==> config.mk <==
export PLATFORM = sky130hd
export DESIGN_NAME = dmem_port_arbiter_flat
export DESIGN_NICKNAME = d
export VERILOG_FILES = /design/src/rtl/dmem_arb_pkg.sv /design/src/rtl/dmem_port_arbiter_if.sv /design/src/rtl/dmem_arb_starve_ctr.sv /design/src/rtl/dmem_port_arbiter.sv /design/src/flat_wrapper.sv
export SDC_FILE = /design/constraint.sdc
export NUM_CORES = 1
export LEC_CHECK = 0
export ABC_AREA = 1
export CAP_MARGIN = 20
export CORE_ASPECT_RATIO = 0.7
export CORE_MARGIN = 2
export CORE_UTILIZATION = 42
export CTS_CLUSTER_SIZE = 40
export DETAILED_ROUTE_END_ITERATION = 7
export PLACE_DENSITY = 0.82
export SETUP_SLACK_MARGIN = 0.02
export SYNTH_ARGS = -nofsm -noshare
export SYNTH_HDL_FRONTEND = slang
export SYNTH_SLANG_ARGS = --single-unit
==> constraint.sdc <==
create_clock -name clk -period 2.25 [get_ports clk]
set_clock_uncertainty 0.15 [all_clocks]
set_input_delay 0.225 -clock clk [delete_from_list [all_inputs] [get_ports clk]]
set_output_delay 0.225 -clock clk [all_outputs]
set_load 0.02 [all_outputs]
==> src/rtl/dmem_arb_pkg.sv <==
// Shared types and default sizing for the data-memory port arbiter.
// The optional performance counters are controlled by the DMEM_ARB_PERF_EN macro in the top.
package dmem_arb_pkg;

    typedef enum logic [1:0] {
        IDLE   = 2'd0,
        P_RESP = 2'd1,
        L_RESP = 2'd2
    } state_t;

    typedef enum logic {
        OWN_P = 1'b0,
        OWN_L = 1'b1
    } owner_t;

    localparam int DEF_ADDR_W   = 8;
    localparam int DEF_DATA_W   = 32;
    localparam int DEF_MAX_WAIT = 4;
    localparam int WAIT_W       = 4;

endpackage

==> src/rtl/dmem_port_arbiter_if.sv <==
// Bus bundle between the pipeline MEM stage (P), the loader (L), the arbiter and the RAM macro.
interface dmem_port_arbiter_if
    import dmem_arb_pkg::*;
#(
    parameter int ADDR_W = DEF_ADDR_W,
    parameter int DATA_W = DEF_DATA_W
);
    // Handshake: x_req/x_we/x_addr/x_wdata are held stable until x_done; x_done is a
    // single-cycle pulse that completes the access (x_rdata is valid with it on reads).
    logic              p_req;
    logic              p_we;
    logic [ADDR_W-1:0] p_addr;
    logic [DATA_W-1:0] p_wdata;
    logic              p_done;
    logic [DATA_W-1:0] p_rdata;
    logic              p_stall;

    logic              l_req;
    logic              l_we;
    logic [ADDR_W-1:0] l_addr;
    logic [DATA_W-1:0] l_wdata;
    logic              l_done;
    logic [DATA_W-1:0] l_rdata;

    logic [ADDR_W-1:0] ram_addr;
    logic [DATA_W-1:0] ram_data;
    logic              ram_wren;
    logic [DATA_W-1:0] ram_q;

    modport slave (
        input  p_req, p_we, p_addr, p_wdata,
        output p_done, p_rdata, p_stall,
        input  l_req, l_we, l_addr, l_wdata,
        output l_done, l_rdata,
        output ram_addr, ram_data, ram_wren,
        input  ram_q
    );

    modport master (
        output p_req, p_we, p_addr, p_wdata,
        input  p_done, p_rdata, p_stall,
        output l_req, l_we, l_addr, l_wdata,
        input  l_done, l_rdata,
        input  ram_addr, ram_data, ram_wren,
        output ram_q
    );

endinterface

==> src/rtl/dmem_arb_starve_ctr.sv <==
// Saturating count of consecutive cycles the loader was eligible, requesting and lost;
// o_force_l asks the arbiter to let the loader win once the count reaches MAX_WAIT.
module dmem_arb_starve_ctr
    import dmem_arb_pkg::*;
#(
    parameter int MAX_WAIT = DEF_MAX_WAIT
) (
    input  logic              clk,
    input  logic              rst,
    input  logic              i_l_elig,
    input  logic              i_l_req,
    input  logic              i_l_issue,
    output logic              o_force_l,
    output logic [WAIT_W-1:0] o_wait_cnt
);

    localparam logic [WAIT_W-1:0] W_MAX = MAX_WAIT[WAIT_W-1:0];

    logic [WAIT_W-1:0] r_cnt;

    always_ff @(posedge clk) begin
        if (rst) begin
            r_cnt <= '0;
        end else if (i_l_issue || !i_l_req) begin
            r_cnt <= '0;
        end else if (i_l_elig && (r_cnt != W_MAX)) begin
            // Eligible, requesting and not issued means it lost this cycle.
            r_cnt <= r_cnt + 1'b1;
        end
    end

    assign o_force_l  = (r_cnt == W_MAX);
    assign o_wait_cnt = r_cnt;

endmodule

==> src/rtl/dmem_port_arbiter.sv <==
// Arbitrates the single-port data RAM between the pipeline (P) and the loader (L).
// Define DMEM_ARB_PERF_EN to build the P-stall and L-grant performance counters.
module dmem_port_arbiter
    import dmem_arb_pkg::*;
#(
    parameter int ADDR_W   = DEF_ADDR_W,
    parameter int DATA_W   = DEF_DATA_W,
    parameter int MAX_WAIT = DEF_MAX_WAIT
) (
    input  logic              clk,
    input  logic              rst,
    dmem_port_arbiter_if.slave bus,
    output logic [31:0]       perf_p_stall_cnt,
    output logic [31:0]       perf_l_grant_cnt,
    output state_t            o_dbg_state,
    output logic [WAIT_W-1:0] o_dbg_wait_cnt
);

    state_t            r_state;
    state_t            w_state_nxt;
    owner_t            w_owner;
    logic [ADDR_W-1:0] r_ram_addr;
    logic [DATA_W-1:0] r_ram_data;
    logic [DATA_W-1:0] r_p_rdata;
    logic [DATA_W-1:0] r_l_rdata;
    logic              w_p_cand;
    logic              w_l_cand;
    logic              w_l_elig;
    logic              w_issue_p;
    logic              w_issue_l;
    logic              w_force_l;
    logic              w_p_resp;
    logic              w_l_resp;
    logic              w_p_done;
    logic              w_l_done;
    logic [ADDR_W-1:0] w_ram_addr;
    logic [DATA_W-1:0] w_ram_data;
    logic              w_ram_wren;

    // A requester cannot be issued in the cycle its own read response is returned.
    assign w_l_elig  = (r_state != L_RESP);
    assign w_p_cand  = !rst && bus.p_req && (r_state != P_RESP);
    assign w_l_cand  = !rst && bus.l_req && w_l_elig;
    assign w_issue_l = w_l_cand && (w_force_l || !w_p_cand);
    assign w_issue_p = w_p_cand && !w_issue_l;
    assign w_owner   = w_issue_l ? OWN_L : OWN_P;
    assign w_p_resp  = !rst && (r_state == P_RESP);
    assign w_l_resp  = !rst && (r_state == L_RESP);

    dmem_arb_starve_ctr #(
        .MAX_WAIT (MAX_WAIT)
    ) u_starve (
        .clk        (clk),
        .rst        (rst),
        .i_l_elig   (w_l_elig),
        .i_l_req    (bus.l_req),
        .i_l_issue  (w_issue_l),
        .o_force_l  (w_force_l),
        .o_wait_cnt (o_dbg_wait_cnt)
    );

    always_comb begin
        w_state_nxt = IDLE;
        w_ram_addr  = r_ram_addr;
        w_ram_data  = r_ram_data;
        w_ram_wren  = 1'b0;
        if (w_issue_p || w_issue_l) begin
            if (w_owner == OWN_L) begin
                w_ram_addr = bus.l_addr;
                w_ram_data = bus.l_wdata;
                w_ram_wren = bus.l_we;
            end else begin
                w_ram_addr = bus.p_addr;
                w_ram_data = bus.p_wdata;
                w_ram_wren = bus.p_we;
            end
        end
        if (w_issue_p && !bus.p_we) begin
            w_state_nxt = P_RESP;
        end else if (w_issue_l && !bus.l_we) begin
            w_state_nxt = L_RESP;
        end
        w_p_done = w_p_resp || (w_issue_p && bus.p_we);
        w_l_done = w_l_resp || (w_issue_l && bus.l_we);
    end

    always_ff @(posedge clk) begin
        if (rst) begin
            r_state    <= IDLE;
            r_ram_addr <= '0;
            r_ram_data <= '0;
            r_p_rdata  <= '0;
            r_l_rdata  <= '0;
        end else begin
            r_state <= w_state_nxt;
            if (w_issue_p || w_issue_l) begin
                r_ram_addr <= w_ram_addr;
                r_ram_data <= w_ram_data;
            end
            if (w_p_resp) begin
                r_p_rdata <= bus.ram_q;
            end
            if (w_l_resp) begin
                r_l_rdata <= bus.ram_q;
            end
        end
    end

    assign bus.ram_addr = w_ram_addr;
    assign bus.ram_data = w_ram_data;
    assign bus.ram_wren = w_ram_wren;
    assign bus.p_done   = w_p_done;
    assign bus.l_done   = w_l_done;
    assign bus.p_rdata  = w_p_resp ? bus.ram_q : r_p_rdata;
    assign bus.l_rdata  = w_l_resp ? bus.ram_q : r_l_rdata;
    assign bus.p_stall  = bus.p_req && !w_p_done;
    assign o_dbg_state  = r_state;

`ifdef DMEM_ARB_PERF_EN
    logic [31:0] r_perf_p_stall;
    logic [31:0] r_perf_l_grant;

    always_ff @(posedge clk) begin
        if (rst) begin
            r_perf_p_stall <= '0;
            r_perf_l_grant <= '0;
        end else begin
            if (bus.p_stall) begin
                r_perf_p_stall <= r_perf_p_stall + 32'd1;
            end
            if (w_issue_l) begin
                r_perf_l_grant <= r_perf_l_grant + 32'd1;
            end
        end
    end

    assign perf_p_stall_cnt = r_perf_p_stall;
    assign perf_l_grant_cnt = r_perf_l_grant;
`else
    assign perf_p_stall_cnt = 32'd0;
    assign perf_l_grant_cnt = 32'd0;
`endif

    // A requester whose read is in flight must keep its request up until the response.
    a_p_hold : assert property (@(posedge clk) disable iff (rst) (r_state == P_RESP) |-> bus.p_req);
    a_l_hold : assert property (@(posedge clk) disable iff (rst) (r_state == L_RESP) |-> bus.l_req);

endmodule
==> src/flat_wrapper.sv <==
// flat-port wrapper written by rule: the top's interface ports become plain ports
module dmem_port_arbiter_flat import dmem_arb_pkg::*;
#(
    parameter int ADDR_W   = DEF_ADDR_W,
    parameter int DATA_W   = DEF_DATA_W,
    parameter int MAX_WAIT = DEF_MAX_WAIT
)
  (clk, rst, perf_p_stall_cnt, perf_l_grant_cnt, o_dbg_state, o_dbg_wait_cnt, bus_p_req, bus_p_we, bus_p_addr, bus_p_wdata, bus_p_done, bus_p_rdata, bus_p_stall, bus_l_req, bus_l_we, bus_l_addr, bus_l_wdata, bus_l_done, bus_l_rdata, bus_ram_addr, bus_ram_data, bus_ram_wren, bus_ram_q);
  dmem_port_arbiter_if #(.ADDR_W(ADDR_W), .DATA_W(DATA_W)) bus_i ();
  input  logic clk;
  input  logic rst;
  output logic [31:0] perf_p_stall_cnt;
  output logic [31:0] perf_l_grant_cnt;
  output state_t o_dbg_state;
  output logic [WAIT_W-1:0] o_dbg_wait_cnt;
  input wire logic [$bits(bus_i.p_req)-1:0] bus_p_req;
  input wire logic [$bits(bus_i.p_we)-1:0] bus_p_we;
  input wire logic [$bits(bus_i.p_addr)-1:0] bus_p_addr;
  input wire logic [$bits(bus_i.p_wdata)-1:0] bus_p_wdata;
  output wire logic [$bits(bus_i.p_done)-1:0] bus_p_done;
  output wire logic [$bits(bus_i.p_rdata)-1:0] bus_p_rdata;
  output wire logic [$bits(bus_i.p_stall)-1:0] bus_p_stall;
  input wire logic [$bits(bus_i.l_req)-1:0] bus_l_req;
  input wire logic [$bits(bus_i.l_we)-1:0] bus_l_we;
  input wire logic [$bits(bus_i.l_addr)-1:0] bus_l_addr;
  input wire logic [$bits(bus_i.l_wdata)-1:0] bus_l_wdata;
  output wire logic [$bits(bus_i.l_done)-1:0] bus_l_done;
  output wire logic [$bits(bus_i.l_rdata)-1:0] bus_l_rdata;
  output wire logic [$bits(bus_i.ram_addr)-1:0] bus_ram_addr;
  output wire logic [$bits(bus_i.ram_data)-1:0] bus_ram_data;
  output wire logic [$bits(bus_i.ram_wren)-1:0] bus_ram_wren;
  input wire logic [$bits(bus_i.ram_q)-1:0] bus_ram_q;
  assign bus_i.p_req = bus_p_req;
  assign bus_i.p_we = bus_p_we;
  assign bus_i.p_addr = bus_p_addr;
  assign bus_i.p_wdata = bus_p_wdata;
  assign bus_p_done = bus_i.p_done;
  assign bus_p_rdata = bus_i.p_rdata;
  assign bus_p_stall = bus_i.p_stall;
  assign bus_i.l_req = bus_l_req;
  assign bus_i.l_we = bus_l_we;
  assign bus_i.l_addr = bus_l_addr;
  assign bus_i.l_wdata = bus_l_wdata;
  assign bus_l_done = bus_i.l_done;
  assign bus_l_rdata = bus_i.l_rdata;
  assign bus_ram_addr = bus_i.ram_addr;
  assign bus_ram_data = bus_i.ram_data;
  assign bus_ram_wren = bus_i.ram_wren;
  assign bus_i.ram_q = bus_ram_q;
  dmem_port_arbiter #(.ADDR_W(ADDR_W), .DATA_W(DATA_W), .MAX_WAIT(MAX_WAIT)) u_core (.clk(clk), .rst(rst), .bus(bus_i), .perf_p_stall_cnt(perf_p_stall_cnt), .perf_l_grant_cnt(perf_l_grant_cnt), .o_dbg_state(o_dbg_state), .o_dbg_wait_cnt(o_dbg_wait_cnt));
endmodule
==> flow_metrics.py <==
metrics = {
    "run_status": {
        "outcome": "complete, no violations",
    },
    "logic_synthesis": {
        "yosysSeqAreaShare": 0.3460,
        "ys_top_cells_by_area": "dfxtp_1 (35%), inv_1 (15%), nand3_1 (9.1%)",
        "syn_area_sq_um": 6364,
        "yosys_warnings": 0,
        "syn_area_per_cell_sq_um": 6.650,
        "synth.distinct_cells": 24,
        "yosysTopAreaCell": "dfxtp_1",
        "postSynthCellCount": 957,
        "ys_seq_elements": 110,
        "synth_top_area_frac": 0.3460,
    },
    "route": {
        "finalWirelength_mm": 18.34,
        "post-route-drc-count": 0,
        "m1WireLength_mm": 8.406,
        "viasPerCell": 4.528,
        "drt_iter0_drc": 345,
        "wl_per_cell_um": 13.04,
        "dr_wl_met2_mm": 8.237,
        "top_layer": "met5",
        "first_pass_iters": 5,
        "vias": 6367,
        "antenna_left": 0,
        "wl_met3_mm": 1.350,
    },
    "die": {
        "dieArea_sq_um": 16170,
        "num_io_pins": 296,
        "core_sq_um": 14770,
        "start_util": 0.4309,
        "die_height_um": 107.0,
        "rows": 37,
        "die_w_um": 151.1,
    },
    "cts": {
        "clkTransAtPathRegs_ns": 0.07,
        "clock-sinks": 110,
        "clock_latency_ns": 0.34,
        "cts_root_buffer": "clkbuf_16",
        "cts_hold_buf": 0,
        "clk_path_buf_depth": 2,
        "h-tree-depth": 3,
        "cts_tree": "done",
        "cts_buffers": 9,
    },
    "setup_path": {
        "cp_max_fo": 20,
        "end_kind": "output port",
        "arrival_ns": 1.80,
        "start_kind": "flip-flop",
        "required_ns": 1.88,
        "crit_type": "reg2out",
        "regToRegSetupSlack_ns": 0.36,
    },
    "sta": {
        "hold_viol_final": 0,
        "setup_viol": 0,
        "worstMarginPinSlew_ns": 0.7069,
        "rsz0062_at_grt": "yes",
        "clock.fmax_mhz": 458.9,
        "fin_crit_ns": 2.179,
        "slew_headroom": 0.5287,
        "slew_viol_final": 0,
        "fin_crit_sh": 0.9685,
    },
    "flow_run": {
        "cap_violations": 0,
    },
    "layout": {
        "drive_above_1_share": 0.1891,
        "diodes": 0,
        "nets": 1327,
        "syn2layout_area_growth_pct": 43.06,
        "fin_util": 0.6165,
        "stdcell_count": 1406,
        "fillers": 1352,
    },
    "placed_design": {
        "hpwl_mm": 12.33,
        "dp.cells": 1378,
        "portBuffers": 231,
        "gp_congestion": 0.8251,
    },
    "pwr": {
        "power_density_nw_per_um2": 544.2,
        "max-vdd-ir-drop_mv": 0.3746,
        "p_leak_nw": 4.964,
    },
    "global_routing": {
        "antenna_found_initial": 1,
        "grt_usage": 0.2078,
        "grt_overflow": 0,
        "grt_max_degree": 65,
        "grt_pass1_vias": 5638,
        "grt_pass1_wl_mm": 27.35,
    },
    "hold_path": {
        "hold_path.class": "in2reg",
    },
}
## layout by cell type (no fill, tap or decap), types with 2 or more instances in the layout
cell | Yosys | layout
inv_1 | 249 | 245
nand2_1 | 153 | 149
clkdlybuf4s50_1 | 0 | 122
dfxtp_1 | 110 | 106
nand3_1 | 116 | 101
a21oi_1 | 67 | 67
buf_4 | 66 | 65
a211oi_1 | 64 | 64
conb_1 | 1 | 64
clkbuf_2 | 0 | 52
nor2_1 | 51 | 48
nand3_2 | 11 | 24
buf_6 | 9 | 17
buf_2 | 36 | 16
clkbuf_16 | 0 | 13
buf_12 | 0 | 10
clkdlybuf4s15_1 | 0 | 9
nand2_2 | 2 | 4
nor2_4 | 2 | 4
inv_6 | 1 | 4
inv_2 | 0 | 4
dfxtp_2 | 0 | 3
nand3_4 | 0 | 2
nand2_4 | 1 | 2
xor2_1 | 2 | 2
clkinv_2 | 0 | 2
## cell families after synthesis
logic type / synth area share
AND/OR/NAND/NOR: 0.2401
buffers and inverters: 0.2768
other: 0.0005893
AO/OA/AOI/OAI: 0.1298
flip-flops: 0.3460
adder cells (fa/ha/maj): 0.003932
XOR/XNOR: 0.002753
## final cells by class
type                       count  area [sq um]  share of cell area
clock buffer                   9         225.2             0.02474
clock inverter                 6         45.04            0.004948
inverter                     250         943.4              0.1036
multi-input combinational    539          2785              0.3059
sequential                   110          2210              0.2427
tap                          195         244.0             0.02680
timing repair buffer         297          2651              0.2912
## worst max-delay path, stage by stage, from the launching register on
cell and delay [ns]:
dfxtp_2 0.34, inv_2 0.05, ha_4 0.16, nand3_4 0.07
nand3_4 0.12, buf_6 0.16, clkbuf_16 0.18, nand3_1 0.10
nand3_2 0.10, buf_2 0.17
## path summary, 6_finish.rpt
path / startpoint / end / cells after the start
worst max-delay path: u_core.u_starve.o_wait_cnt[0]$_SDFFE_PP0P_ / bus_ram_addr[4] / 9
worst min-delay path: rst / u_core.u_starve.o_wait_cnt[0]$_SDFFE_PP0P_ / 4
worst max register to register: u_core.u_starve.o_wait_cnt[0]$_SDFFE_PP0P_ / u_core.r_ram_data[28]$_SDFFE_PP0N_ / 13
worst min register to register: u_core.r_p_rdata[19]$_SDFF_PP0_ / u_core.r_p_rdata[19]$_SDFF_PP0_ / 4
## repair_timing
action,in CTS,in global routing
gates cloned,1,4
resized for setup,286,154
pin swaps,2,4
buffers inserted,5,5
setup endpoints to repair,108,106
## metrics by stage
stage / setup slack, ns / total power [mW] / setup TNS (ns) / hold slack [ns] / cell area, sq um
6_report: 0.07080 / 4.954 / 0 / 0.2183 / 9104
2_1_floorplan: 0.1943 / 2.922 / 0 / 0.1474 / 6600
4_1_cts: -0.06310 / 4.946 / -0.06310 / 0.2095 / 9049
5_1_grt: -0.01395 / 5.200 / -0.01994 / 0.2371 / 9104
3_5_place_dp: -0.3066 / 3.508 / -11.26 / 0.3603 / 8859
3_3_place_gp: -0.2893 / 3.496 / -10.60 / 0.3557 / 8859
## state kept, by name, indices dropped and copies added (netlist names)
register / cells
u_core.u_starve.o_wait_cnt: 4
u_core.r_ram_data: 32
u_core.r_ram_addr: 8
u_core.r_l_rdata: 32
u_core.o_dbg_state: 2
u_core.r_p_rdata: 32
## metal layers
layer | vias to the layer above | global-route usage
li1 | 3296 | -
met1 | 2803 | 0.2896
met2 | 230 | 0.3289
met3 | 36 | 0.04426
met4 | 2 | 0.05007
met5 | - | 0
## power breakdown
part | total (mW) | leakage (nW) | switching [mW] | internal, mW
clock | 1.48 | 0.136 | 0.725 | 0.756
combinational | 1.42 | 3.93 | 0.806 | 0.611
sequential | 2.06 | 0.898 | 0.0239 | 2.03
total | 4.95 | 4.96 | 1.56 | 3.40
## cell usage after synthesis
| library cell | number |
|---|---|
| nor2_4 | 2 |
| a211oi_1 | 64 |
| inv_1 | 249 |
| buf_2 | 36 |
| nand2_2 | 2 |
| nand2_4 | 1 |
| nand3b_4 | 1 |
| dfxtp_1 | 110 |
| nand2_1 | 153 |
| a21oi_1 | 67 |
| buf_6 | 9 |
| nand3_2 | 11 |
| nor3_1 | 1 |
| clkbuf_4 | 1 |
| xor2_1 | 2 |
| buf_4 | 66 |
| conb_1 | 1 |
| inv_6 | 1 |
| nand3_1 | 116 |
| buf_1 | 5 |
| nor2_1 | 51 |
| o21ai_0 | 2 |
| ha_1 | 2 |
| clkbuf_1 | 4 |
(Power assumes the default switching activity.)
